[src/rtl/layer_output_serializer_if.sv]
// Handshake bundle between a neuron layer's parallel output and the serial stream
// feeding the next layer.
interface layer_output_serializer_if #(
  parameter int unsigned NEURON_NUMBER = 10,
  parameter int unsigned DATA_WIDTH    = 16,
  parameter int unsigned IDX_W         = $clog2(NEURON_NUMBER)
);
  logic                                in_valid;
  logic                                in_ready;
  logic [NEURON_NUMBER*DATA_WIDTH-1:0] in_data;
  logic                                out_valid;
  logic                                out_ready;
  logic [DATA_WIDTH-1:0]               out_data;
  logic [IDX_W-1:0]                    out_index;
  logic                                out_last;
  logic                                busy;
  logic [7:0]                          frame_count;

  modport slave (
    input  in_valid, in_data, out_ready,
    output in_ready, out_valid, out_data, out_index, out_last, busy, frame_count
  );

  modport master (
    output in_valid, in_data, out_ready,
    input  in_ready, out_valid, out_data, out_index, out_last, busy, frame_count
  );
endinterface

[src/rtl/layer_output_serializer.sv]
// Captures a layer's flat output vector in one handshake and streams it word by word,
// neuron 0 first, with optional ReLU, element index, last flag and a frame counter.
module layer_output_serializer #(
  parameter int unsigned NEURON_NUMBER = 10,
  parameter int unsigned DATA_WIDTH    = 16,
  parameter bit          RELU_EN       = 1'b1,
  parameter int unsigned IDX_W         = $clog2(NEURON_NUMBER)
) (
  input logic                     clk,
  input logic                     rst_n,
  layer_output_serializer_if.slave bus
);
  localparam int unsigned      VecW    = NEURON_NUMBER * DATA_WIDTH;
  localparam logic [IDX_W-1:0] LastIdx = IDX_W'(NEURON_NUMBER - 1);

  typedef enum logic {StIdle, StStream} state_e;

  state_e                r_state;
  logic [VecW-1:0]       r_buf;
  logic [IDX_W-1:0]      r_index;
  logic [7:0]            r_frame;
  logic [DATA_WIDTH-1:0] w_word;
  logic [DATA_WIDTH-1:0] w_relu;
  logic                  w_stream;
  logic                  w_last;

  // The buffer shifts down each transfer, so the current word is always the low slice.
  assign w_word   = r_buf[DATA_WIDTH-1:0];
  assign w_relu   = (RELU_EN && w_word[DATA_WIDTH-1]) ? '0 : w_word;
  assign w_stream = (r_state == StStream);
  assign w_last   = (r_index == LastIdx);

  always_ff @(posedge clk or negedge rst_n) begin
    if (!rst_n) begin
      r_state <= StIdle;
      r_buf   <= '0;
      r_index <= '0;
      r_frame <= '0;
    end else begin
      case (r_state)
        StIdle: begin
          if (bus.in_valid) begin
            r_buf   <= bus.in_data;
            r_index <= '0;
            r_state <= StStream;
          end
        end
        StStream: begin
          if (bus.out_ready) begin
            if (w_last) begin
              r_state <= StIdle;
              r_frame <= r_frame + 8'd1;
            end else begin
              r_index <= r_index + 1'b1;
              r_buf   <= r_buf >> DATA_WIDTH;
            end
          end
        end
        default: r_state <= StIdle;
      endcase
    end
  end

  // Outputs are gated so IDLE always presents reset-style values.
  assign bus.in_ready    = (r_state == StIdle);
  assign bus.out_valid   = w_stream;
  assign bus.busy        = w_stream;
  assign bus.out_data    = w_stream ? w_relu : '0;
  assign bus.out_index   = w_stream ? r_index : '0;
  assign bus.out_last    = w_stream && w_last;
  assign bus.frame_count = r_frame;
endmodule

[src/flat_wrapper.sv]
// flat-port wrapper written by rule: the top's interface ports become plain ports
module layer_output_serializer_flat 
#(
  parameter int unsigned NEURON_NUMBER = 10,
  parameter int unsigned DATA_WIDTH    = 16,
  parameter bit          RELU_EN       = 1'b1,
  parameter int unsigned IDX_W         = $clog2(NEURON_NUMBER)
)
  (clk, rst_n, bus_in_valid, bus_in_data, bus_out_ready, bus_in_ready, bus_out_valid, bus_out_data, bus_out_index, bus_out_last, bus_busy, bus_frame_count);
  layer_output_serializer_if #(.NEURON_NUMBER(NEURON_NUMBER), .DATA_WIDTH(DATA_WIDTH), .IDX_W(IDX_W)) bus_i ();
  input logic clk;
  input logic rst_n;
  input wire logic [$bits(bus_i.in_valid)-1:0] bus_in_valid;
  input wire logic [$bits(bus_i.in_data)-1:0] bus_in_data;
  input wire logic [$bits(bus_i.out_ready)-1:0] bus_out_ready;
  output wire logic [$bits(bus_i.in_ready)-1:0] bus_in_ready;
  output wire logic [$bits(bus_i.out_valid)-1:0] bus_out_valid;
  output wire logic [$bits(bus_i.out_data)-1:0] bus_out_data;
  output wire logic [$bits(bus_i.out_index)-1:0] bus_out_index;
  output wire logic [$bits(bus_i.out_last)-1:0] bus_out_last;
  output wire logic [$bits(bus_i.busy)-1:0] bus_busy;
  output wire logic [$bits(bus_i.frame_count)-1:0] bus_frame_count;
  assign bus_i.in_valid = bus_in_valid;
  assign bus_i.in_data = bus_in_data;
  assign bus_i.out_ready = bus_out_ready;
  assign bus_in_ready = bus_i.in_ready;
  assign bus_out_valid = bus_i.out_valid;
  assign bus_out_data = bus_i.out_data;
  assign bus_out_index = bus_i.out_index;
  assign bus_out_last = bus_i.out_last;
  assign bus_busy = bus_i.busy;
  assign bus_frame_count = bus_i.frame_count;
  layer_output_serializer #(.NEURON_NUMBER(NEURON_NUMBER), .DATA_WIDTH(DATA_WIDTH), .RELU_EN(RELU_EN), .IDX_W(IDX_W)) u_core (.clk(clk), .rst_n(rst_n), .bus(bus_i));
endmodule
[config.mk]
export PLATFORM = sky130hd
export DESIGN_NAME = layer_output_serializer_flat
export DESIGN_NICKNAME = d
export VERILOG_FILES = /design/src/rtl/layer_output_serializer_if.sv /design/src/rtl/layer_output_serializer.sv /design/src/flat_wrapper.sv
export SDC_FILE = /design/constraint.sdc
export NUM_CORES = 1
export LEC_CHECK = 0
export ABC_AREA = 1
export CORE_MARGIN = 2
export CORE_UTILIZATION = 40
export CTS_CLUSTER_SIZE = 40
export DETAILED_ROUTE_END_ITERATION = 12
export PLACE_DENSITY_LB_ADDON = 0.1
export SLEW_MARGIN = 20
export SYNTH_ARGS = -nofsm -noshare
export SYNTH_HDL_FRONTEND = slang
export SYNTH_SLANG_ARGS = --single-unit
[constraint.sdc]
create_clock -name clk -period 1.7 [get_ports clk]
set_input_delay 0.255 -clock clk [delete_from_list [all_inputs] [get_ports clk]]
set_output_delay 0.255 -clock clk [all_outputs]
set_load 0.01 [all_outputs]
==> impl_metrics.env <==
export IMPL_antenna_found_initial=0
export IMPL_grt_max_degree=121
export IMPL_ys_ff_latch=173
export IMPL_syn_to_final_growth_pct=33.96
export IMPL_setup_viol=0
export IMPL_drt_pass1_iterations=5
export IMPL_ir_drop_v=0.0007382
export IMPL_grt_pass1_vias=8367
export IMPL_dpl_worst_slack_ns=0.01541
export IMPL_start_util_pct=40.79
export IMPL_power_leakage_uw=0.006396
export IMPL_critPathLaunchType="flop"
export IMPL_max_freq_mhz=603.2
export IMPL_synthesis_nets=1426
export IMPL_path_cells="clkdlybuf4s50_1"
export IMPL_path_buf_inv=1
export IMPL_drv_slew=0
export IMPL_r2r_setup_slack_ns=0.05
export IMPL_yosysWarnings=0
export IMPL_ctsRootBufferMaster="clkbuf_16"
export IMPL_drive_gt1_share_pct=7.958
export IMPL_fin_nets=1599
export IMPL_drc=0
export IMPL_die_w_um=153.2
export IMPL_slowest_stage="clkdlybuf4s50_1"
export IMPL_cts_tree="done"
export IMPL_wire_per_inst_um=15.32
export IMPL_clk_pin_slew_ns=0.08
export IMPL_max_cap_viol_count=0
export IMPL_wl_um=26420
export IMPL_use_met3_pct=3.998
export IMPL_overflow=0
export IMPL_cp_max_fo=6
export IMPL_die_area_um2=23470
export IMPL_critical_path_endpoint_type="output pin"
export IMPL_rows=54
export IMPL_ys_seq_area_share_pct=48.63
export IMPL_max_stage_delay_ns=0.55
export IMPL_crit_required_ns=1.44
export IMPL_cp_arrival_ns=1.40
export IMPL_cts_max_level=4
export IMPL_place_congestion=0.8595
export IMPL_viasPerCell=4.987
export IMPL_status="finished clean"
export IMPL_power_density_nw_per_um2=1398
export IMPL_cts_buffers=17
export IMPL_fin_skew_ns=0.01085
export IMPL_core_um2=21820
export IMPL_synthDistinctLibCells=20
export IMPL_use_met1_pct=29.52
export IMPL_slew_limit_headroom_pct=56.69
export IMPL_hpwl_um=17240
export IMPL_avgSynthCellArea_um2=7.071
export IMPL_hold_viol_final=0
export IMPL_grt_busiest_layer="met2"
export IMPL_clk_latency_ns=0.43
export IMPL_path_class="flop to output pin"
export IMPL_io_pins=196
export IMPL_num_vias=8603
export IMPL_ant_nets=0
export IMPL_grt_pass1_wl_um=41710
export IMPL_worst_slack_ns=0.04228
export IMPL_io_buffers=194
export IMPL_syn_area_um2=8902
export IMPL_period_minus_slack_ns=1.658
export IMPL_finish_utilization_pct=54.64
export IMPL_diodes=0
export IMPL_use_met2_pct=36.95
export IMPL_grt_use_total_pct=21.86
export IMPL_worst_pin_slew_ns=0.6496
export IMPL_syn_instance_count=1259
export IMPL_die_h_um=153.2
export IMPL_min_path_type="input pin to asynchronous set/reset pin"
export IMPL_clk_path_buf_depth=2
export IMPL_fin_crit_sh_pct=97.51
export IMPL_total_power_uw=16670
export IMPL_drtIter0Drc=539
export IMPL_clkSinkCount=173
export IMPL_critPathTopFamily="buffers and inverters"
==> final timing paths <==
check                                     startpoint            endpoint  depth (start not counted)
max in group asynchronous                      rst_n     u_core.bus.busy                          3
max                        u_core.bus.frame_count[2]  bus_frame_count[2]                          1
max reg2reg                          u_core.bus.busy    u_core.r_buf[26]                          6
min reg2reg                         u_core.r_buf[51]    u_core.r_buf[51]                          2
min                                            rst_n     u_core.r_buf[6]                          2
min in group clk                    bus_in_data[146]   u_core.r_buf[146]                          3
==> cells by family after synthesis <==
logic type,share of synthesized area [%]
adders and majority gates,0.4217
xor gates and xnor gates,0.4919
other,0.04212
AOI/OAI and AO/OA,2.094
and+or+nand+nor,41.08
buffers and inverters,7.238
DFF,48.63
==> cell type report <==
| cell class | count | area (µm²) |
|---|---|---|
| Sequential cell | 173 | 4334 |
| Fill cell | 2192 | 9898 |
| Clock inverter | 15 | 170.2 |
| Clock buffer | 17 | 425.4 |
| Tap cell | 280 | 350.3 |
| Timing Repair Buffer | 240 | 2496 |
| Multi-Input combinational cell | 962 | 4001 |
| Inverter | 38 | 147.6 |
==> metrics by stage <==
step	hold WS (ns)	cell area (µm²)	instances	setup TNS, ns
detailed placement	0.1921	11190	1678	0
finish	0.2908	11930	1725	0
CTS	0.2953	11830	1712	-0.1184
floorplan	-0.04059	8902	1259	0
global route	0.3191	11930	1725	-0.06956
global placement	0.1918	11190	1678	0
==> registers in the layout, indices dropped and copies added, names as in the netlist <==
register and flops:
u_core.r_buf 160, u_core.bus.frame_count 8, u_core.r_index 4, u_core.bus.busy 1
==> power by group <==
part           switching (µW)  internal (µW)  total [µW]
registers                 788           5570        6360
logic                    3660           2660        6320
clock network            1870           2110        3980
total                    6320          10300       16700
==> cells in the final DEF, fill, tap and decap left out, types with 2 or more instances in the layout <==
cell             synthesis  final
buf_12                   0     17
buf_2                   47      9
buf_4                    6     21
buf_6                   12      2
clkbuf_16                0     21
clkbuf_2                 0     12
clkdlybuf4s50_1          0    170
dfrtp_1                173    171
dlygate4sd2_1            0      2
ha_1                     3      2
inv_1                   36     34
inv_2                    2      3
inv_6                    0      5
inv_8                    0      6
nand2_1                725    723
nand2_4                  2      4
nand2_8                  0      2
nand3_1                161    160
nand4_1                  3      3
nor2_1                  22     21
o21ai_0                 36     35
xnor2_1                  4      4
==> per-layer routing <==
layer / part of all wire [%] / vias up
li1: - / 4245
met1: 44 / 4117
met2: 50 / 225
met3: 4.8 / 16
met4: 1.0 / 0
met5: 0 / -
==> synthesized netlist by cell type <==
library cell	count	area [µm²]
buf_1	4	15.01
buf_4	6	45.04
o21ai_0	36	180.2
buf_2	47	235.2
conb_1	1	3.750
xnor2_1	4	35.03
clkbuf_1	19	71.32
nand3_1	161	805.8
nand2_4	2	22.52
nand2_2	1	6.260
o22ai_1	1	6.260
nand2_1	725	2721
ha_1	3	37.54
inv_2	2	7.510
nor2_1	22	82.58
buf_6	12	135.1
inv_1	36	135.1
nand4_1	3	18.77
dfrtp_1	173	4329
xor2_1	1	8.760
==> what timing repair did <==
action,in CTS,in global routing
resized for setup,55,34
pin swaps,1,4
hold endpoints to repair,31,0
buffers inserted,1,7
cloned,0,6
endpoints found under the setup margin,24,95
hold buffers,1,0
No activity file was read; power rests on OpenSTA's default activity.
